==> config.mk <==
export PLATFORM = sky130hd
export DESIGN_NAME = rock_sequencer
export DESIGN_NICKNAME = d
export VERILOG_FILES = /design/src/rtl/rock_sequencer.sv
export SDC_FILE = /design/constraint.sdc
export NUM_CORES = 1
export LEC_CHECK = 0
export ABC_AREA = 0
export BUFFER_PORTS_ARGS = -buffer_cell sky130_fd_sc_hd__buf_4
export CORE_MARGIN = 3
export CORE_UTILIZATION = 30
export DETAILED_ROUTE_END_ITERATION = 12
export SETUP_SLACK_MARGIN = 0.3
export SKIP_LAST_GASP = 1
export SLEW_MARGIN = 5
export SYNTH_ARGS = -nofsm -noshare
export SYNTH_HDL_FRONTEND = slang
export SYNTH_SLANG_ARGS = --single-unit
==> constraint.sdc <==
create_clock -name CLK -period 2.8 [get_ports CLK]
set_input_delay 0.84 -clock CLK [delete_from_list [all_inputs] [get_ports CLK]]
set_output_delay 0.84 -clock CLK [all_outputs]
set_load 0.005 [all_outputs]
==> src/rtl/rock_sequencer.sv <==
// Motion-program controller: ramps Freq/Amp setpoints up to latched targets,
// holds for HOLD_STEPS ticks, then ramps back to zero. Cry re-rocks, Stop winds down.
module rock_sequencer #(
    parameter int TICK_DIV   = 50_000_000,
    parameter int HOLD_STEPS = 30
) (
    input  logic       CLK,
    input  logic       Reset,
    input  logic       Start,
    input  logic       Stop,
    input  logic       Cry,
    input  logic [2:0] TargetFreq,
    input  logic [2:0] TargetAmp,
    output logic [2:0] Freq,
    output logic [2:0] Amp,
    output logic       Busy,
    output logic [1:0] State
);
    localparam int PW = (TICK_DIV > 1) ? $clog2(TICK_DIV) : 1;
    localparam int HW = $clog2(HOLD_STEPS + 1);

    typedef enum logic [1:0] {
        S_IDLE = 2'd0,
        S_UP   = 2'd1,
        S_HOLD = 2'd2,
        S_DOWN = 2'd3
    } state_t;

    state_t          r_state, w_nstate;
    logic [PW-1:0]   r_pre,   w_npre;
    logic [HW-1:0]   r_hold,  w_nhold;
    logic [2:0]      r_freq,  w_nfreq;
    logic [2:0]      r_amp,   w_namp;
    logic [2:0]      r_tf,    w_ntf;
    logic [2:0]      r_ta,    w_nta;

    logic            w_tick;
    logic [2:0]      w_f_up, w_a_up, w_f_dn, w_a_dn;
    logic [HW-1:0]   w_hold_inc;

    assign w_tick     = (r_state != S_IDLE) && (r_pre == PW'(TICK_DIV - 1));
    assign w_f_up     = (r_freq < r_tf) ? r_freq + 3'd1 : r_freq;
    assign w_a_up     = (r_amp  < r_ta) ? r_amp  + 3'd1 : r_amp;
    assign w_f_dn     = (r_freq != 3'd0) ? r_freq - 3'd1 : r_freq;
    assign w_a_dn     = (r_amp  != 3'd0) ? r_amp  - 3'd1 : r_amp;
    assign w_hold_inc = r_hold + HW'(1);

    always_ff @(posedge CLK) begin
        if (!Reset) begin
            r_state <= S_IDLE;
            r_pre   <= '0;
            r_hold  <= '0;
            r_freq  <= 3'd0;
            r_amp   <= 3'd0;
            r_tf    <= 3'd0;
            r_ta    <= 3'd0;
        end else begin
            r_state <= w_nstate;
            r_pre   <= w_npre;
            r_hold  <= w_nhold;
            r_freq  <= w_nfreq;
            r_amp   <= w_namp;
            r_tf    <= w_ntf;
            r_ta    <= w_nta;
        end
    end

    always_comb begin
        w_nstate = r_state;
        w_npre   = w_tick ? '0 : r_pre + PW'(1);
        w_nhold  = r_hold;
        w_nfreq  = r_freq;
        w_namp   = r_amp;
        w_ntf    = r_tf;
        w_nta    = r_ta;
        case (r_state)
            S_IDLE: begin
                w_npre  = '0;
                w_nhold = '0;
                if (Start) begin
                    w_nstate = S_UP;
                    w_ntf    = TargetFreq;
                    w_nta    = TargetAmp;
                end
            end
            S_UP: begin
                if (Stop) begin
                    w_nstate = S_DOWN;
                end else if (w_tick) begin
                    w_nfreq = w_f_up;
                    w_namp  = w_a_up;
                    if (w_f_up == r_tf && w_a_up == r_ta)
                        w_nstate = S_HOLD;
                end
            end
            S_HOLD: begin
                // Cry restarts the whole hold window, prescaler included
                if (Stop) begin
                    w_nstate = S_DOWN;
                end else if (Cry) begin
                    w_npre  = '0;
                    w_nhold = '0;
                end else if (w_tick) begin
                    if (w_hold_inc == HW'(HOLD_STEPS))
                        w_nstate = S_DOWN;
                    else
                        w_nhold = w_hold_inc;
                end
            end
            S_DOWN: begin
                // Stop outranks Cry, so a simultaneous pair keeps ramping down
                if (Cry && !Stop) begin
                    w_nstate = S_UP;
                end else if (w_tick) begin
                    w_nfreq = w_f_dn;
                    w_namp  = w_a_dn;
                    if (w_f_dn == 3'd0 && w_a_dn == 3'd0)
                        w_nstate = S_IDLE;
                end
            end
            default: w_nstate = S_IDLE;
        endcase
        if (w_nstate != r_state) begin
            w_npre  = '0;
            w_nhold = '0;
        end
    end

    assign Freq  = r_freq;
    assign Amp   = r_amp;
    assign State = r_state;
    assign Busy  = (r_state != S_IDLE);

endmodule

**Word-level counts from Yosys, hierarchy flattened**

Index checks and enable logic that the tools add are counted.

- Register bits after elaboration: 45
- Input bits: 11
- Output and inout port bits: 9
- Logic and storage cells: 83

- Add/sub/neg operators: 6
- Magnitude comparators: 2
- Eq/ne operators: 15
- Muxes and demuxes: 35
- Bitwise gates (word level): 1
- Reductions and logical operators: 17

Operators by type and width:

| operator | number |
|---|---|
| $mux W26 | 3 |
| $pmux W26 S2 | 1 |
| $mux W3 | 12 |
| $add A26 B1 Y26 const B | 1 |
| $eq A26 B26 Y1 const B | 1 |
| $mux W2 | 11 |
| $mux W5 | 4 |
| $pmux W3 S2 | 2 |
| $ne A2 B2 Y1 const B | 5 |
| $pmux W5 S2 | 1 |
| $pmux W2 S4 | 1 |
| $add A3 B1 Y3 const B | 2 |
| $eq A3 B3 Y1 | 2 |
| $logic_not A3 Y1 | 2 |
| $lt A3 B3 Y1 | 2 |
| $ne A3 B3 Y1 const B | 2 |
| $reduce_bool A2 Y1 | 3 |
| $reduce_bool A3 Y1 | 2 |
| $sub A3 B1 Y3 const B | 2 |
| $add A5 B1 Y5 const B | 1 |
| $eq A5 B5 Y1 const B | 1 |
| $reduce_and A5 Y1 | 1 |
| $eq A2 B2 Y1 const B | 2 |
| $logic_and A1 B1 Y1 | 4 |
| other kinds (8) | 8 |

**Longest topological paths before layout**

Gate-level depths: netlist (run 1).

- Depth in word-level cells: 10
- Mapped depth: 10

**Worst setup path after synthesis (run 1)**

No wires, ideal clock.

- Path type: register to register
- From: register r_pre[10]
- To: register r_pre[20]
- Setup time: 133 ps
- Arrival time: 2,428 ps
- Data required time: 2,667 ps
- Slack: 239 ps
- Stages on the path, launching flop included: 9
- Buffers on the path: 1
- Period minus slack after synthesis: 2,561 ps
- Path through: dfxtp_1 > or4b_1 > or4_4 > nor4_4 > nand2_1 > nand4b_4 > a22oi_2 > buf_6 > nor4_1

- Cells in the longest elaborated chain, start to end: 8
- Elaborated cells on any way between the ends: 17
- Those cells by class: add/sub: 1; eq/ne: 2; mux: 12; reduce/logical: 2

RTL lines:

| what | line | text |
|---|---|---|
| from (decl) | 30 | `logic [PW-1:0] r_pre, w_npre;` |
| from (signal assigned) | 59 | `r_pre <= w_npre;` |
| branches (longest 8 deep; another with $add A26 B1 Y26) | n/a |  |

Several ways; the timed one is not identified.
A chain may end at the register's enable or synchronous reset.

**Worst setup path after layout (run 1)**

- From: register r_pre[10]
- To: register r_pre[19]

Same word-level chain as after synthesis.

==> results by group, run 1 <==
Floorplan
  – Die H: 102.2 µm
  – Die W: 102.2 µm
  – Core area: 0.008848 mm²
  – # IOs: 20
  – # rows: 34
  – Initial Util: 0.3138
  – Die area: 0.01044 mm²

Critical path
  – Slowest stage delay, CP: 0.51 ns
  – Critical path's slowest cell: or4b_1
  – CP arrival: 2.76 ns
  – Setup crit end kind: flip-flop
  – Setup crit start: r_pre[10]$_SDFF_PP0_
  – RR Startpoint: r_pre[10]$_SDFF_PP0_
  – Buf+Inv Stages, Crit Path: 2
  – CP cell instances: or4b_1 > or4_4 > nor4_4 > buf_4 > nand2_1 > nand4b_4 > a22oi_2 > buf_12 > nor4_1
  – CP Max Fanout: 31
  – Delay-heaviest family, CP: simple AND/OR/NAND/NOR gates
  – Required @ worst endpoint: 2.99 ns
  – Critical setup path kind: flip-flop to flip-flop
  – CP Launch Type: flip-flop

Power
  – Total power: 1.307 mW
  – P_leak: 1.191 nW
  – Power Dens Cells: 398.0 mW/mm²
  – Max IR drop VDD: 0.1757 mV

Detailed routing
  – Wirelength per Cell: 13.38 µm
  – Final ANT Viol Nets: 0
  – Vias per inst: 5.162
  – First-iteration detailed-routing DRC count: 73
  – DRT Pass-1 Iters: 4
  – Vias: 2488
  – Remaining DRCs: 0
  – Routed Wire Length: 6449 µm

Placed design
  – IO buf count: 19
  – Post-detail-place hpwl: 4563 µm
  – Dpl cell area: 0.003077 mm²
  – GPL Wtd Cong: 0.8126

Logic synthesis
  – Post-synth EDFFs: 0
  – YS warnings: 0
  – Post-Syn Nets: 366
  – Unique masters post-synth: 47
  – Sequential fraction of the synthesis area: 0.3245
  – Synth Area per Inst: 8.118 µm²
  – Post-Syn Instances: 342
  – Asr flop ratio synth: 0
  – Yosys reg bits: 45
  – Synthesized area: 0.002776 mm²
  – Top_reg_cell synth: dfxtp_1

Clock tree
  – TritonCTS clock tree: done
  – CTS HTree Levels: 2
  – Clock transition at the registers of the reported paths: 0.10 ns
  – Root buf cell: clkbuf_8
  – Hold_buf cts: 0
  – Clk_lat worst skew: 0.30 ns
  – CTS sink cnt: 45
  – Max Buffers Root-to-Sink: 2
  – CTS Buf Count: 5

GRT
  – GRT Total Usage: 0.1236
  – Grt ovf: 0
  – Initial antenna violation count: 0
  – First-pass GRT wire length: 10530 µm
  – Largest net degree at the start of global routing: 32
  – Vias in the first global route: 2261

Final layout
  – Layout cells sized above 1: 0.1604
  – Most common cell after layout, fill and taps aside: dfxtp_1
  – Finished Core Util: 0.3710
  – Finished Cell Area: 0.003283 mm²
  – Synthesis-to-layout area growth: 18.25%
  – Commonest cells after routing, fill and taps aside: dfxtp_1, nor2_1, buf_4
  – Antenna cells: 0
  – Post-layout nets: 397

Min path
  – HP Class: flip-flop to flip-flop
  – Hold wc startpoint: r_pre[0]$_SDFF_PP0_

STA
  – Max-slew violation count: 0
  – Worst-Margin Slew: 0.6236 ns
  – Final hold violation count: 0
  – Setup TNS: 0 ns
  – Slew Limit Headroom: 0.5837
  – Min Clock Period, post-route: 2.574 ns
  – Worst Clk Skew: 0.009067 ns
  – RSZ-0062 raised after global routing: true
  – Final Setup Violations: 0
  – Max Fclk: 0.3885 GHz
  – Final worst-path cycle share: 0.9192

Outcome
  – Outcome: complete, no violations

Job
  – Max Cap Viol: 0
layout make-up:
cell class                 instances  area (µm²)
clock buffer                       5       68.82
sequential                        45       905.9
tap                              108       135.1
timing repair buffer              36       286.5
inverter                          19       71.32
fill                             921        5565
clock inverter                     3       26.28
multi-input combinational        266        1789
kinds of logic after synthesis:
logic type | synth area share
and+or+nand+nor | 0.3051
AOI/OAI and AO/OA | 0.1320
DFF | 0.3245
xor gates and xnor gates | 0.1104
buffers and inverters | 0.05138
adders and majority gates | 0.05859
muxes | 0.01803
worst paths after layout:
| check | endpoint | slack [ns] | cells past startpoint |
|---|---|---|---|
| worst max-delay path | r_pre[19]$_SDFF_PP0_ | 0.23 | 9 |
| worst min-delay path | r_pre[0]$_SDFF_PP0_ | 0.51 | 1 |
| worst max register to register | r_pre[19]$_SDFF_PP0_ | 0.23 | 9 |
| worst min register to register | r_pre[0]$_SDFF_PP0_ | 0.51 | 1 |
synthesized netlist by cell type (2+ instances only):
master | number | area share
a211oi_1 | 2 | 0.0054
a21boi_0 | 5 | 0.014
a21o_1 | 2 | 0.0054
a21oi_1 | 17 | 0.031
a31oi_1 | 3 | 0.0068
and2_1 | 5 | 0.011
and3_1 | 2 | 0.0045
and4_1 | 5 | 0.016
buf_6 | 3 | 0.012
clkbuf_1 | 10 | 0.014
dfxtp_1 | 45 | 0.32
ha_1 | 13 | 0.059
inv_1 | 19 | 0.026
mux2i_1 | 5 | 0.018
nand2_1 | 30 | 0.041
nand2b_1 | 3 | 0.0068
nand3_1 | 15 | 0.027
nand4_1 | 6 | 0.014
nor2_1 | 35 | 0.047
nor2b_1 | 6 | 0.014
nor3_1 | 7 | 0.013
nor4_1 | 25 | 0.056
nor4bb_1 | 2 | 0.0072
o211ai_1 | 3 | 0.0081
o21ai_0 | 14 | 0.025
o32ai_1 | 2 | 0.0063
or2_2 | 2 | 0.0045
or3_1 | 4 | 0.0090
xnor2_1 | 20 | 0.063
xor2_1 | 15 | 0.047
worst reg2reg max path, delay by kind of cell (launching register included):
family | cells | cell delay, ns
and+or+nand+nor | 6 | 1.50
buffers and inverters | 2 | 0.39
DFF | 1 | 0.34
AOI/OAI and AO/OA | 1 | 0.24
stage by stage:
step	hold slack, ns	std cells	setup WS, ns
after CTS	0.5108	475	0.2221
after global routing	0.5498	482	0.1167
final	0.5116	482	0.2263
after floorplan	0.4511	342	0.3804
after global placement	0.4768	466	0.2203
after detailed placement	0.4952	466	0.1993
routing by layer:
layer	vias up	routed length (µm)	track usage
li1	1289	-	-
met1	1161	3127	0.1601
met2	36	3096	0.2079
met3	2	189	0.02526
met4	0	35	0.03532
met5	-	0	0
flip-flops by register name, summed over array words and instances (netlist names):
register and count:
State 2, r_ta 3, r_hold 5, Amp 3, r_tf 3, Freq 3, r_pre 26
power breakdown:
| group | switching (mW) | internal [mW] | total, mW |
|---|---|---|---|
| Clock | 0.251 | 0.186 | 0.437 |
| Sequential | 0.0198 | 0.651 | 0.671 |
| Combinational | 0.121 | 0.0779 | 0.198 |
| Total | 0.392 | 0.915 | 1.31 |
repair_timing:
| action | 4_1_cts | 5_1_grt |
|---|---|---|
| pin swaps | 0 | 7 |
| setup buffers | 1 | 6 |
| endpoints found under the setup margin | 37 | 37 |
| resized for setup | 0 | 17 |
| endpoints found under the hold margin | 0 | 0 |
| cloned | 0 | 1 |
Power figures use the tool's default switching activity.
==> run 2, diff against run 1 <==
- SKIP_LAST_GASP: 1 -> not set
- clock period: 2.8 -> 2.6 ns (I/O delays scaled with it)
==> results by group, run 2 (synthesis gave the netlist of run 1 again) <==
Outcome
  – Outcome: complete, no violations

GRT
  – Largest net degree at the start of global routing: 25 (-22%)
  – Vias in the first global route: 2439 (+7.9%)
  – First-pass GRT wire length: 11440 µm (+8.7%)
  – GRT Total Usage: 0.1360 (+0.01240)
  – Grt ovf: 0 (unchanged)
  – Initial antenna violation count: 0 (unchanged)

Floorplan
  – # IOs: 20 (unchanged)
  – Die H: 102.2 µm (unchanged)
  – Initial Util: 0.3138 (unchanged)
  – Core area: 0.008848 mm² (unchanged)
  – Die W: 102.2 µm (unchanged)
  – Die area: 0.01044 mm² (unchanged)
  – # rows: 34 (unchanged)

STA
  – Final worst setup slack: 0.06492 ns (-0.1613 ns)
  – Worst Clk Skew: 0.009378 ns (+0.0003111 ns)
  – Min Clock Period, post-route: 2.535 ns (-0.03865 ns)
  – Final worst-path cycle share: 0.9750 (+0.05584)
  – Max Fclk: 0.3945 GHz (+1.5%)
  – Max-slew violation count: 0 (unchanged)
  – Final Setup Violations: 0 (unchanged)
  – Slew Limit Headroom: 0.5869 (+0.003234)
  – Final hold violation count: 0 (unchanged)
  – RSZ-0062 raised after global routing: true
  – Hold slack: 0.4884 ns (-0.02320 ns)
  – Worst-Margin Slew: 0.6188 ns (-0.004845 ns)

Power
  – P_leak: 1.194 nW (+0.24%)
  – Max IR drop VDD: 0.2140 mV (+22%)
  – Power Dens Cells: 411.0 mW/mm² (+3.3%)

Detailed routing
  – Remaining DRCs: 0 (unchanged)
  – Vias: 2517 (+1.2%)
  – Routed Wire Length: 6649 µm (+3.1%)
  – Final ANT Viol Nets: 0 (unchanged)
  – First-iteration detailed-routing DRC count: 116 (+59%)
  – Vias per inst: 5.200 (+0.75%)
  – Wirelength per Cell: 13.74 µm (+2.7%)
  – DRT Pass-1 Iters: 4 (unchanged)

Critical path
  – CP Launch Type: flip-flop
  – CP arrival: 2.71 ns (-0.05 ns)
  – Setup crit start: r_pre[10]$_SDFF_PP0_
  – Critical path's slowest cell: or4b_1
  – Slowest stage delay, CP: 0.51 ns (about the same)
  – Setup crit end kind: flip-flop
  – Reg2reg end: r_pre[20]$_SDFF_PP0_
  – CP Max Fanout: 7 (-77%)
  – R2r worst-path depth: 9 (unchanged)
  – Delay-heaviest family, CP: simple AND/OR/NAND/NOR gates
  – RR Startpoint: r_pre[10]$_SDFF_PP0_
  – Buf+Inv Stages, Crit Path: 2 (unchanged)
  – Required @ worst endpoint: 2.77 ns (-0.22 ns)
  – R2r setup slk: 0.06 ns (-0.16 ns)
  – CP cell instances: or4b_1 > or4_4 > nor4_4 > nand2_1 > nand4b_4 > a22oi_2 > buf_6 > buf_8 > nor4_1
  – Critical setup path kind: flip-flop to flip-flop

Job
  – Max Cap Viol: 0 (unchanged)

Clock tree
  – Clock transition at the registers of the reported paths: 0.08 ns (-0.02 ns)
  – Hold_buf cts: 0 (unchanged)
  – Root buf cell: clkbuf_8
  – CTS Buf Count: 5 (unchanged)
  – CTS HTree Levels: 2 (unchanged)
  – CTS sink cnt: 45 (unchanged)
  – TritonCTS clock tree: done
  – Clk_lat worst skew: 0.30 ns (about the same)
  – Max Buffers Root-to-Sink: 2 (unchanged)

Placed design
  – Pre-CTS setup slack: 0.1025 ns (-0.09676 ns)
  – Dpl cell area: 0.003099 mm² (+0.73%)
  – GPL Wtd Cong: 0.8393 (+3.3%)
  – Post-detail-place hpwl: 4615 µm (+1.1%)
  – IO buf count: 19 (unchanged)

Final layout
  – Commonest cells after routing, fill and taps aside: dfxtp_1, nor2_1, buf_4
  – Antenna cells: 0 (unchanged)
  – Fillers: 915 (-0.65%)
  – Layout cells sized above 1: 0.1755 (+0.01510)
  – Finished Cell Area: 0.003346 mm² (+1.9%)
  – Synthesis-to-layout area growth: 20.50%
  – Post-layout nets: 401 (+1.0%)
  – Largest reg by FF count: r_pre
  – Top flop regs: r_pre x26, r_hold x5
  – Most common cell after layout, fill and taps aside: dfxtp_1
  – Reg area: 905.9 µm² (unchanged)
  – Max reg flops: 26 (unchanged)
  – Area occupied by multi-input gates: 0.001817 mm² (+1.5%)

Min path
  – Hold wc startpoint: r_pre[0]$_SDFF_PP0_
  – HP Class: flip-flop to flip-flop
  – WHS Path Cells: 1 (unchanged)
  – Hold Path End: r_pre[0]$_SDFF_PP0_
run 2: metal layers:
layer	part of all wire	vias to the layer above	global-route usage
li1	-	1294	-
met2	0.48	37	0.2229
met5	0	-	0
met1	0.47	1176	0.1767
met3	0.030	10	0.03072
met4	0.016	0	0.04541
run 2: area by class of cell:
class / count / area share
Multi-Input combinational cell: 266 / 0.5430
Sequential cell: 45 / 0.2708
Timing Repair Buffer: 40 / 0.1025
Tap cell: 108 / 0.04039
Inverter: 19 / 0.02132
Clock buffer: 5 / 0.02057
Clock inverter: 1 / 0.001496
run 2: worst max path at each step:
stage	cells past startpoint	to	slack (ns)
detailed placement	10	r_pre[15]$_SDFF_PP0_	0.10
finish	9	r_pre[20]$_SDFF_PP0_	0.06
CTS	9	r_pre[7]$_SDFF_PP0_	0.12
floorplan	8	r_pre[20]$_SDFF_PP0_	0.25
global placement	8	r_pre[2]$_SDFF_PP0_	0.16
global route	9	r_pre[7]$_SDFF_PP0_	-0.1
run 2: per-stage QoR:
stage	utilization	total power, mW	cells	setup TNS (ns)
floorplan	-	0.8809	342	0
global placement	0.3503	0.9453	469	0
detailed placement	0.3503	0.9465	469	0
CTS	0.3693	1.380	482	0
global route	0.3781	1.452	484	-2.008
finish	0.3781	1.375	484	0
run 2: power by group:
group,internal (mW),switching [mW]
Combinational,0.0999,0.141
Sequential,0.701,0.0208
Clock,0.177,0.235
run 2: what timing repair did:
item / 4_1_cts / 5_1_grt
setup endpoints to repair: 37 / 39
buffers inserted: 5 / 2
cloned: 2 / 0
endpoints found under the hold margin: 0 / 0
pin swaps: 9 / 6
resized for setup: 16 / 15
